### src/rtl/resp_bist_pkg.sv
// Shared types and helpers for the response-compaction BIST blocks.
// fold_resp XORs SIG_WIDTH-bit slices of a zero-padded response vector.
package resp_bist_pkg;

  typedef enum logic [1:0] {
    IDLE    = 2'd0,
    CAPTURE = 2'd1,
    SHIFT   = 2'd2
  } state_t;

  localparam logic [31:0] DEFAULT_POLY = 32'h04C11DB7;

  // Upper bounds for the folding helper; callers zero-extend into these.
  localparam int MAX_RESP_W = 512;
  localparam int MAX_SIG_W  = 64;

  // Bit i of the response lands in signature bit (i mod sig_w).
  // This is the XOR of all sig_w-bit slices after MSB zero-padding.
  function automatic logic [MAX_SIG_W-1:0] fold_resp(
    input logic [MAX_RESP_W-1:0] resp,
    input int                    resp_w,
    input int                    sig_w
  );
    logic [MAX_SIG_W-1:0] acc;
    acc = '0;
    for (int i = 0; i < MAX_RESP_W; i++) begin
      if (i < resp_w) begin
        acc[i % sig_w] = acc[i % sig_w] ^ resp[i];
      end
    end
    return acc;
  endfunction

endpackage

### src/rtl/misr_core.sv
// Multiple-input signature register: shift left, fold in POLY on MSB
// carry-out, XOR in the parallel data word.
module misr_core #(
  parameter int                   SIG_WIDTH = 32,
  parameter logic [SIG_WIDTH-1:0] POLY      = 32'h04C11DB7,
  parameter logic [SIG_WIDTH-1:0] RESET_VAL = '0
) (
  input  logic                 clk,
  input  logic                 rst_n,
  input  logic                 load,
  input  logic [SIG_WIDTH-1:0] seed,
  input  logic                 en,
  input  logic [SIG_WIDTH-1:0] data_in,
  output logic [SIG_WIDTH-1:0] sig,
  output logic [SIG_WIDTH-1:0] sig_step
);

  always_comb begin
    sig_step = {sig[SIG_WIDTH-2:0], 1'b0}
             ^ (sig[SIG_WIDTH-1] ? POLY : '0)
             ^ data_in;
  end

  always_ff @(posedge clk or negedge rst_n) begin
    if (!rst_n) begin
      sig <= RESET_VAL;
    end else if (load) begin
      sig <= seed;
    end else if (en) begin
      sig <= sig_step;
    end
  end

endmodule

### src/rtl/resp_misr_capture.sv
// Compacts NUM_VEC CUT response vectors into a MISR signature and shifts it
// out MSB first over a valid/ready link, pulsing done after the last bit.
module resp_misr_capture
  import resp_bist_pkg::*;
#(
  parameter int                   RESP_WIDTH = 123,
  parameter int                   NUM_VEC    = 7,
  parameter int                   SIG_WIDTH  = 32,
  parameter logic [SIG_WIDTH-1:0] POLY       = DEFAULT_POLY,
  parameter logic [SIG_WIDTH-1:0] SEED       = '0,
  localparam int                  CW         = $clog2(NUM_VEC + 1),
  localparam int                  BW         = $clog2(SIG_WIDTH)
) (
  input  logic                  clk,
  input  logic                  rst_n,
  input  logic                  start,
  input  logic                  resp_valid,
  input  logic [RESP_WIDTH-1:0] resp,
  output logic                  busy,
  output logic [CW-1:0]         vec_count,
  output logic                  sig_valid,
  input  logic                  sig_ready,
  output logic                  sig_bit,
  output logic                  done,
  output state_t                state
);

  // Serial link: a bit transfers on every cycle where sig_valid && sig_ready;
  // sig_bit and sig_valid are held unchanged until that happens.

  state_t                 state_q, state_d;
  logic [BW-1:0]          bit_cnt;
  logic [SIG_WIDTH-1:0]   shreg;
  logic [SIG_WIDTH-1:0]   misr_sig, misr_step;
  logic [MAX_RESP_W-1:0]  resp_ext;
  logic [MAX_SIG_W-1:0]   fold_w;
  logic [SIG_WIDTH-1:0]   fold_data;
  logic                   unused_fold_hi;
  logic                   go, absorb, last_vec, xfer, last_bit;

  always_comb begin
    resp_ext                 = '0;
    resp_ext[RESP_WIDTH-1:0] = resp;
    fold_w                   = fold_resp(resp_ext, RESP_WIDTH, SIG_WIDTH);
    fold_data                = fold_w[SIG_WIDTH-1:0];
  end

  assign unused_fold_hi = ^fold_w[MAX_SIG_W-1:SIG_WIDTH] ^ ^misr_sig;

  misr_core #(
    .SIG_WIDTH (SIG_WIDTH),
    .POLY      (POLY),
    .RESET_VAL (SEED)
  ) u_misr (
    .clk      (clk),
    .rst_n    (rst_n),
    .load     (go),
    .seed     (SEED),
    .en       (absorb),
    .data_in  (fold_data),
    .sig      (misr_sig),
    .sig_step (misr_step)
  );

  always_comb begin
    state_d  = state_q;
    go       = 1'b0;
    absorb   = 1'b0;
    last_vec = 1'b0;
    xfer     = 1'b0;
    last_bit = 1'b0;
    case (state_q)
      IDLE: begin
        if (start) begin
          go      = 1'b1;
          state_d = CAPTURE;
        end
      end
      CAPTURE: begin
        if (resp_valid) begin
          absorb = 1'b1;
          if (vec_count == CW'(NUM_VEC - 1)) begin
            last_vec = 1'b1;
            state_d  = SHIFT;
          end
        end
      end
      SHIFT: begin
        if (sig_valid && sig_ready) begin
          xfer = 1'b1;
          if (bit_cnt == BW'(SIG_WIDTH - 1)) begin
            last_bit = 1'b1;
            state_d  = IDLE;
          end
        end
      end
      default: state_d = IDLE;
    endcase
  end

  always_ff @(posedge clk or negedge rst_n) begin
    if (!rst_n) begin
      state_q   <= IDLE;
      busy      <= 1'b0;
      sig_valid <= 1'b0;
      done      <= 1'b0;
      vec_count <= '0;
      bit_cnt   <= '0;
      shreg     <= '0;
    end else begin
      state_q   <= state_d;
      busy      <= (state_d != IDLE);
      sig_valid <= (state_d == SHIFT);
      done      <= last_bit;
      if (go) begin
        vec_count <= '0;
      end else if (absorb) begin
        vec_count <= vec_count + 1'b1;
      end
      // The shift copy is taken from the step value so the first bit is
      // presented the cycle right after the final vector is absorbed.
      if (last_vec) begin
        bit_cnt <= '0;
        shreg   <= misr_step;
      end else if (xfer) begin
        bit_cnt <= bit_cnt + 1'b1;
        shreg   <= {shreg[SIG_WIDTH-2:0], 1'b0};
      end
    end
  end

  assign sig_bit = shreg[SIG_WIDTH-1];
  assign state   = state_q;

endmodule
### config.mk
export PLATFORM = sky130hd
export DESIGN_NAME = resp_misr_capture
export DESIGN_NICKNAME = d
export VERILOG_FILES = /design/src/rtl/resp_bist_pkg.sv /design/src/rtl/misr_core.sv /design/src/rtl/resp_misr_capture.sv
export SDC_FILE = /design/constraint.sdc
export NUM_CORES = 1
export LEC_CHECK = 0
export CORE_MARGIN = 3
export CORE_UTILIZATION = 48
export CTS_CLUSTER_DIAMETER = 30
export CTS_CLUSTER_SIZE = 40
export DETAILED_ROUTE_END_ITERATION = 12
export MAX_ROUTING_LAYER = met4
export PLACE_DENSITY = 0.91
export SETUP_SLACK_MARGIN = 0.02
export SYNTH_ARGS = -nofsm -noshare
export SYNTH_HDL_FRONTEND = slang
export SYNTH_SLANG_ARGS = --single-unit
### constraint.sdc
create_clock -name clk -period 1.8 [get_ports clk]
set_clock_uncertainty 0.15 [all_clocks]
set_input_delay 0.27 -clock clk [delete_from_list [all_inputs] [get_ports clk]]
set_output_delay 0.27 -clock clk [all_outputs]
set_load 0.005 [all_outputs]
==> results of run 1 <==
synth_stat cells (all sizes together), types with 2 or more instances:
library cell | n | area share (%)
o21ai | 3 | 0.32
o2bb2ai | 32 | 6.0
xor2 | 14 | 2.6
ha | 4 | 1.1
inv | 5 | 0.40
a21oi | 2 | 0.22
or3 | 2 | 0.27
xnor3 | 27 | 13
nand2 | 5 | 0.40
nand3 | 3 | 0.32
a22o | 3 | 0.57
buf | 14 | 2.9
mux2i | 64 | 14
xnor2 | 69 | 13
clkbuf | 4 | 0.32
nor2 | 6 | 0.49
dfrtp | 77 | 42
nand2b | 2 | 0.27
o211ai | 2 | 0.32
metal layers:
layer	vias up	share of wire [%]	GRT usage, %
met5	-	0	-
met3	9	4.8	4.03
li1	1523	-	-
met1	1592	41	22.1
met4	0	0.88	5.41
met2	98	53	32.9
cells by family (layout without fill, tap and decap cells):
logic type	Yosys count	after routing	synth area share, %
XOR/XNOR	110	110	28.8
flip-flops	77	77	41.5
multiplexers	65	65	14.0
AO/OA/AOI/OAI	46	46	8.14
AND/OR/NAND/NOR	23	23	2.83
buffers and inverters	23	173	3.61
adder cells (fa/ha/maj)	4	4	1.08
worst paths after layout:
check | startpoint | endpoint | slack [ns] | cells after the start
min reg2reg | u_misr.sig[0] | u_misr.sig[0] | 0.36 | 1
min in group clk | u_misr.sig[0] | u_misr.sig[0] | 0.36 | 1
min | rst_n | busy | 0.24 | 2
max reg2reg | vec_count[0] | shreg[7] | 0.16 | 6
max in group asynchronous | rst_n | shreg[14] | 0.69 | 3
max | vec_count[1] | vec_count[1] | 0.09 | 1
what timing repair did:
action                                  in CTS  in global routing
endpoints found under the hold margin       26                  0
hold buffers                                 1                  0
buffers inserted                             0                  3
resized for setup                            3                  4
endpoints found under the setup margin       2                 34
power groups by stage:
stage | registers (mW) | clock network, mW | logic [mW]
CTS | 3.05 | 1.26 | 3.94
floorplan | 2.89 | 0 | 2.98
global route | 3.14 | 1.35 | 4.23
global placement | 3.03 | 0 | 3.77
finish | 3.04 | 1.24 | 3.91
detailed placement | 3.06 | 0 | 3.93
sequential cells by signal, summed over array words and instances (netlist names):
register and flops:
bit_cnt 5, busy 1, done 1, shreg 32, sig_valid 1, state 2, u_misr.sig 32, vec_count 3
area by class of cell:
class	instances	area share, %
clock buffers	9	1.93
clock inverters	6	0.858
inverters	5	0.293
multi-input cells	248	39.9
flip-flops and latches	77	30.1
well taps	129	2.52
repair buffers	153	24.4
==> flow_metrics.tcl, run 1 <==
set metrics [dict create \
    status "complete, no violations" \
    grt-ovfl-total 0 \
    cp_max_fo 5 \
    power.leakage_nw 3.23 \
    antenna_found_initial 0 \
    antennaDiodeCount 0 \
    yosys_warnings 0 \
    relSlewSlack_pct 74.3 \
    hpwlAfterDp_um 7650 \
    hold_viol 0 \
    synth-seq-cells 77 \
    crit_slowest_cell "clkdlybuf4s50_1" \
    placed_area_um2 6190 \
    preCtsSetupSlack_ns -0.0289 \
    num-nets-final 626 \
    drt_iter0_drc 75 \
    cp-start-kind "flip-flop" \
    p_int_mw 5.53 \
    rows 35 \
    wl_um 9930 \
    slew_viol_final 0 \
    cts_made_buffers 9 \
    layout_common_cells "clkdlybuf4s50_1, dfrtp_1, xnor2_1, mux2i_1, o2bb2ai_1" \
    ys_seq_area_share_pct 41.5 \
    multi_input_area_um2 2560 \
    io_pins 137 \
    timing.hold.ws_ns 0.244 \
    port_buffers 136 \
    finalSetupViolCount 0 \
    fin_crit_sh_pct 95.0 \
    power_density_nw_per_um2 1280 \
    clk_pin_slew_ns 0.08 \
    yosys_most_used_dff "dfrtp_1" \
    min_period_ns 1.71 \
    avgSynthCellArea_um2 13.3 \
    syn_area_um2 4640 \
    insertion_delay_ns 0.34 \
    switching_share_pct 32.5 \
    grt_pass1_wl_um 16200 \
    fillerInstances 694 \
    coreArea_um2 9330 \
    syn_to_final_growth_pct 38.2 \
    cp-end-kind "output port" \
    globalplace.congestion 0.734 \
    seqPwrFrac_pct 37.2 \
    totalPowerFinal_mw 8.19 \
    cp_slowest_stage_delay_ns 0.53 \
    vias 3222 \
    crit_buf_inv 1 \
    cp_cell_sequence "clkdlybuf4s50_1" \
    start_util_pct 49.8 \
    fin_cells 627 \
    wl_per_cell_um 15.8 \
    pwr-share-comb_pct 47.7 \
    drive_above_1_share_pct 8.03 \
    synth_cell_types 33 \
    cp_top_family "buffers and inverters" \
    viasPerCell 5.14 \
    place_inst 608 \
    switchingPower_mw 2.66 \
    cts.sinks 77 \
    hp-class "in -> async" \
    utilization_pct 68.8 \
    cts_tree "yes" \
    cp.arrival_ns 1.29 \
    path_class "reg -> out" \
    first_pass_iters 4 \
    clockBufferDepth 2 \
    grt_pass1_vias 3410 \
    ant_nets 0 \
    setup_tns_ns 0 \
    worst_slew_pin_slew_ns 0.385 \
    h-tree-depth 3 \
    final-seq-area_um2 1930 \
    die_h_um 104 \
    grtUsageTotal_pct 18.9 \
    syn_inst 348 \
    drc 0 \
    clkPwrFrac_pct 15.2 \
    worst_slack_ns 0.0896 \
    maxCapViolCount 0 \
    ctsRootBufferMaster "clkbuf_8" \
    peakVddDrop_mv 0.585 \
    synth-async-reset-ratio_pct 100 \
    required_ns 1.38 \
    fp.dieW_um 104 \
    synth-edff-count 0 \
    design.die.area_um2 10900 \
    grt_max_degree 34 \
    max_freq_ghz 0.585 \
    syn_nets 480 \
    design_area_um2 6410 \
    final_common_cell "clkdlybuf4s50_1" \
    rsz0062_at_grt "false" \
]
Power figures use the tool's default switching activity.
==> run 2, diff against run 1 <==
- CORE_UTILIZATION: 48 -> 23
- PLACE_DENSITY: 0.91 -> 0.55
==> flow_metrics.tcl, run 2 (synthesized netlist as in run 1, its figures left out) <==
set metrics [dict create \
    cts_tree "yes" \
    maxCapViolCount 0 \
    design.die.area_um2 21900 \
    cp-end-kind "output port" \
    grt_max_degree 50 \
    h-tree-depth 3 \
    cp_max_fo 6 \
    cts_made_buffers 9 \
    wl_met1_um 4830 \
    drt_iter0_drc 115 \
    first_pass_iters 4 \
    clkPwrFrac_pct 18.3 \
    design_area_um2 6740 \
    slew_viol_final 0 \
    switching_share_pct 31.7 \
    layout_common_cells "clkdlybuf4s50_1, dfrtp_1, xnor2_1, mux2i_1, o2bb2ai_1" \
    clk_pin_slew_ns 0.06 \
    grt_pass1_vias 3535 \
    cp.arrival_ns 1.32 \
    crit_slowest_cell "clkdlybuf4s50_1" \
    drive_above_1_share_pct 8.91 \
    max_freq_ghz 0.575 \
    wl_per_cell_um 14.0 \
    cts.sinks 77 \
    hold_viol 0 \
    power.leakage_nw 3.28 \
    power_density_nw_per_um2 1300 \
    worst_slew_pin_slew_ns 0.413 \
    pwr-share-comb_pct 47.2 \
    peakVddDrop_mv 0.441 \
    min_period_ns 1.74 \
    drc 0 \
    reg2reg_to "shreg[12]" \
    num-nets-final 634 \
    final_common_cell "clkdlybuf4s50_1" \
    rsz0062_at_grt "true" \
    fp.dieW_um 148 \
    wl_um 10800 \
    reg2reg_depth 6 \
    grt_pass1_wl_um 18000 \
    ctsRootBufferMaster "clkbuf_16" \
    rows 51 \
    antennaDiodeCount 0 \
    antenna_found_initial 0 \
    port_buffers 136 \
    r2r_start "vec_count[0]" \
    reg2reg_slack_ns 0.14 \
    cp-start-kind "flip-flop" \
    finalSetupViolCount 0 \
    io_pins 137 \
    crit_buf_inv 1 \
    switchingPower_mw 2.77 \
    insertion_delay_ns 0.33 \
    vias 3153 \
    reg.largest.list "shreg (32), u_misr.sig (32), bit_cnt (5)" \
    die_h_um 148 \
    cp_top_family "buffers and inverters" \
    grtUsageTotal_pct 10.4 \
    seqPwrFrac_pct 34.5 \
    cp_cell_sequence "clkdlybuf4s50_1" \
    clockBufferDepth 2 \
    timing.hold.ws_ns 0.201 \
    placed_area_um2 6420 \
    met2_length_um 5320 \
    totalPowerFinal_mw 8.76 \
    globalplace.congestion 0.692 \
    fin_cells 770 \
    fillerInstances 1994 \
    coreArea_um2 19700 \
    required_ns 1.38 \
    start_util_pct 23.6 \
    syn_to_final_growth_pct 45.2 \
    status "complete, no violations" \
    p_int_mw 5.99 \
    place_inst 751 \
    ant_nets 0 \
    path_class "reg -> out" \
    relSlewSlack_pct 72.4 \
    utilization_pct 34.3 \
    fin_crit_sh_pct 96.6 \
    topRoutingLayerUsed "met4" \
    grt-ovfl-total 0 \
    cp_slowest_stage_delay_ns 0.54 \
    hpwlAfterDp_um 8150 \
    hp-class "in -> async" \
    wl_met3_um 506 \
    viasPerCell 4.09 \
]
run 2: metal layers:
layer / up-vias / global-route usage (%)
met2: 86 / 16.5
met5: - / -
met1: 1514 / 13.2
met4: 0 / 3.14
met3: 10 / 2.51
li1: 1543 / -
run 2: power by group through the flow:
stage / logic (mW) / registers [mW] / clock network (mW)
after floorplan: 2.98 / 2.89 / 0
after global placement: 4.02 / 3.06 / 0
after detailed placement: 4.12 / 3.05 / 0
after CTS: 4.15 / 3.04 / 1.66
after global routing: 4.55 / 3.13 / 1.73
final: 4.14 / 3.02 / 1.60
run 2: worst max path at each step:
stage / startpoint / to / slack (ns) / cells past startpoint
6_report: vec_count[2] / vec_count[2] / 0.06 / 1
3_3_place_gp: resp[53] / shreg[21] / -0.1 / 4
5_1_grt: vec_count[2] / vec_count[2] / -0.004 / 1
4_1_cts: state[1] / state[1] / 0.01 / 1
3_5_place_dp: resp[53] / shreg[21] / -0.12 / 4
2_1_floorplan: vec_count[0] / shreg[24] / 0.13 / 7
run 2: layout make-up:
class,count,area (um2),share of cell area [%]
multi-input cells,248,2560,38.0
repair buffers,161,1640,24.3
clock inverters,1,8.76,0.130
flip-flops and latches,77,1930,28.6
inverters,5,18.8,0.278
clock buffers,13,250,3.71
well taps,265,332,4.92
run 2: what timing repair did:
item	4_1_cts	5_1_grt
resized for setup	2	3
hold buffers	1	0
endpoints found under the hold margin	77	0
endpoints found under the setup margin	2	39
setup buffers	0	4
run 2: metrics by stage:
| step | setup TNS (ns) | setup slack [ns] |
|---|---|---|
| after floorplan | 0 | 0.129 |
| after global placement | -2.88 | -0.0989 |
| after detailed placement | -3.86 | -0.120 |
| after CTS | 0 | 0.0122 |
| after global routing | -0.00388 | -0.00388 |
| final | 0 | 0.0606 |
==> run 3, diff against run 2 <==
- SLEW_MARGIN: unset -> 20
==> results of run 3 <==
Final layout, timing and power as in run 2 (identical DEF).
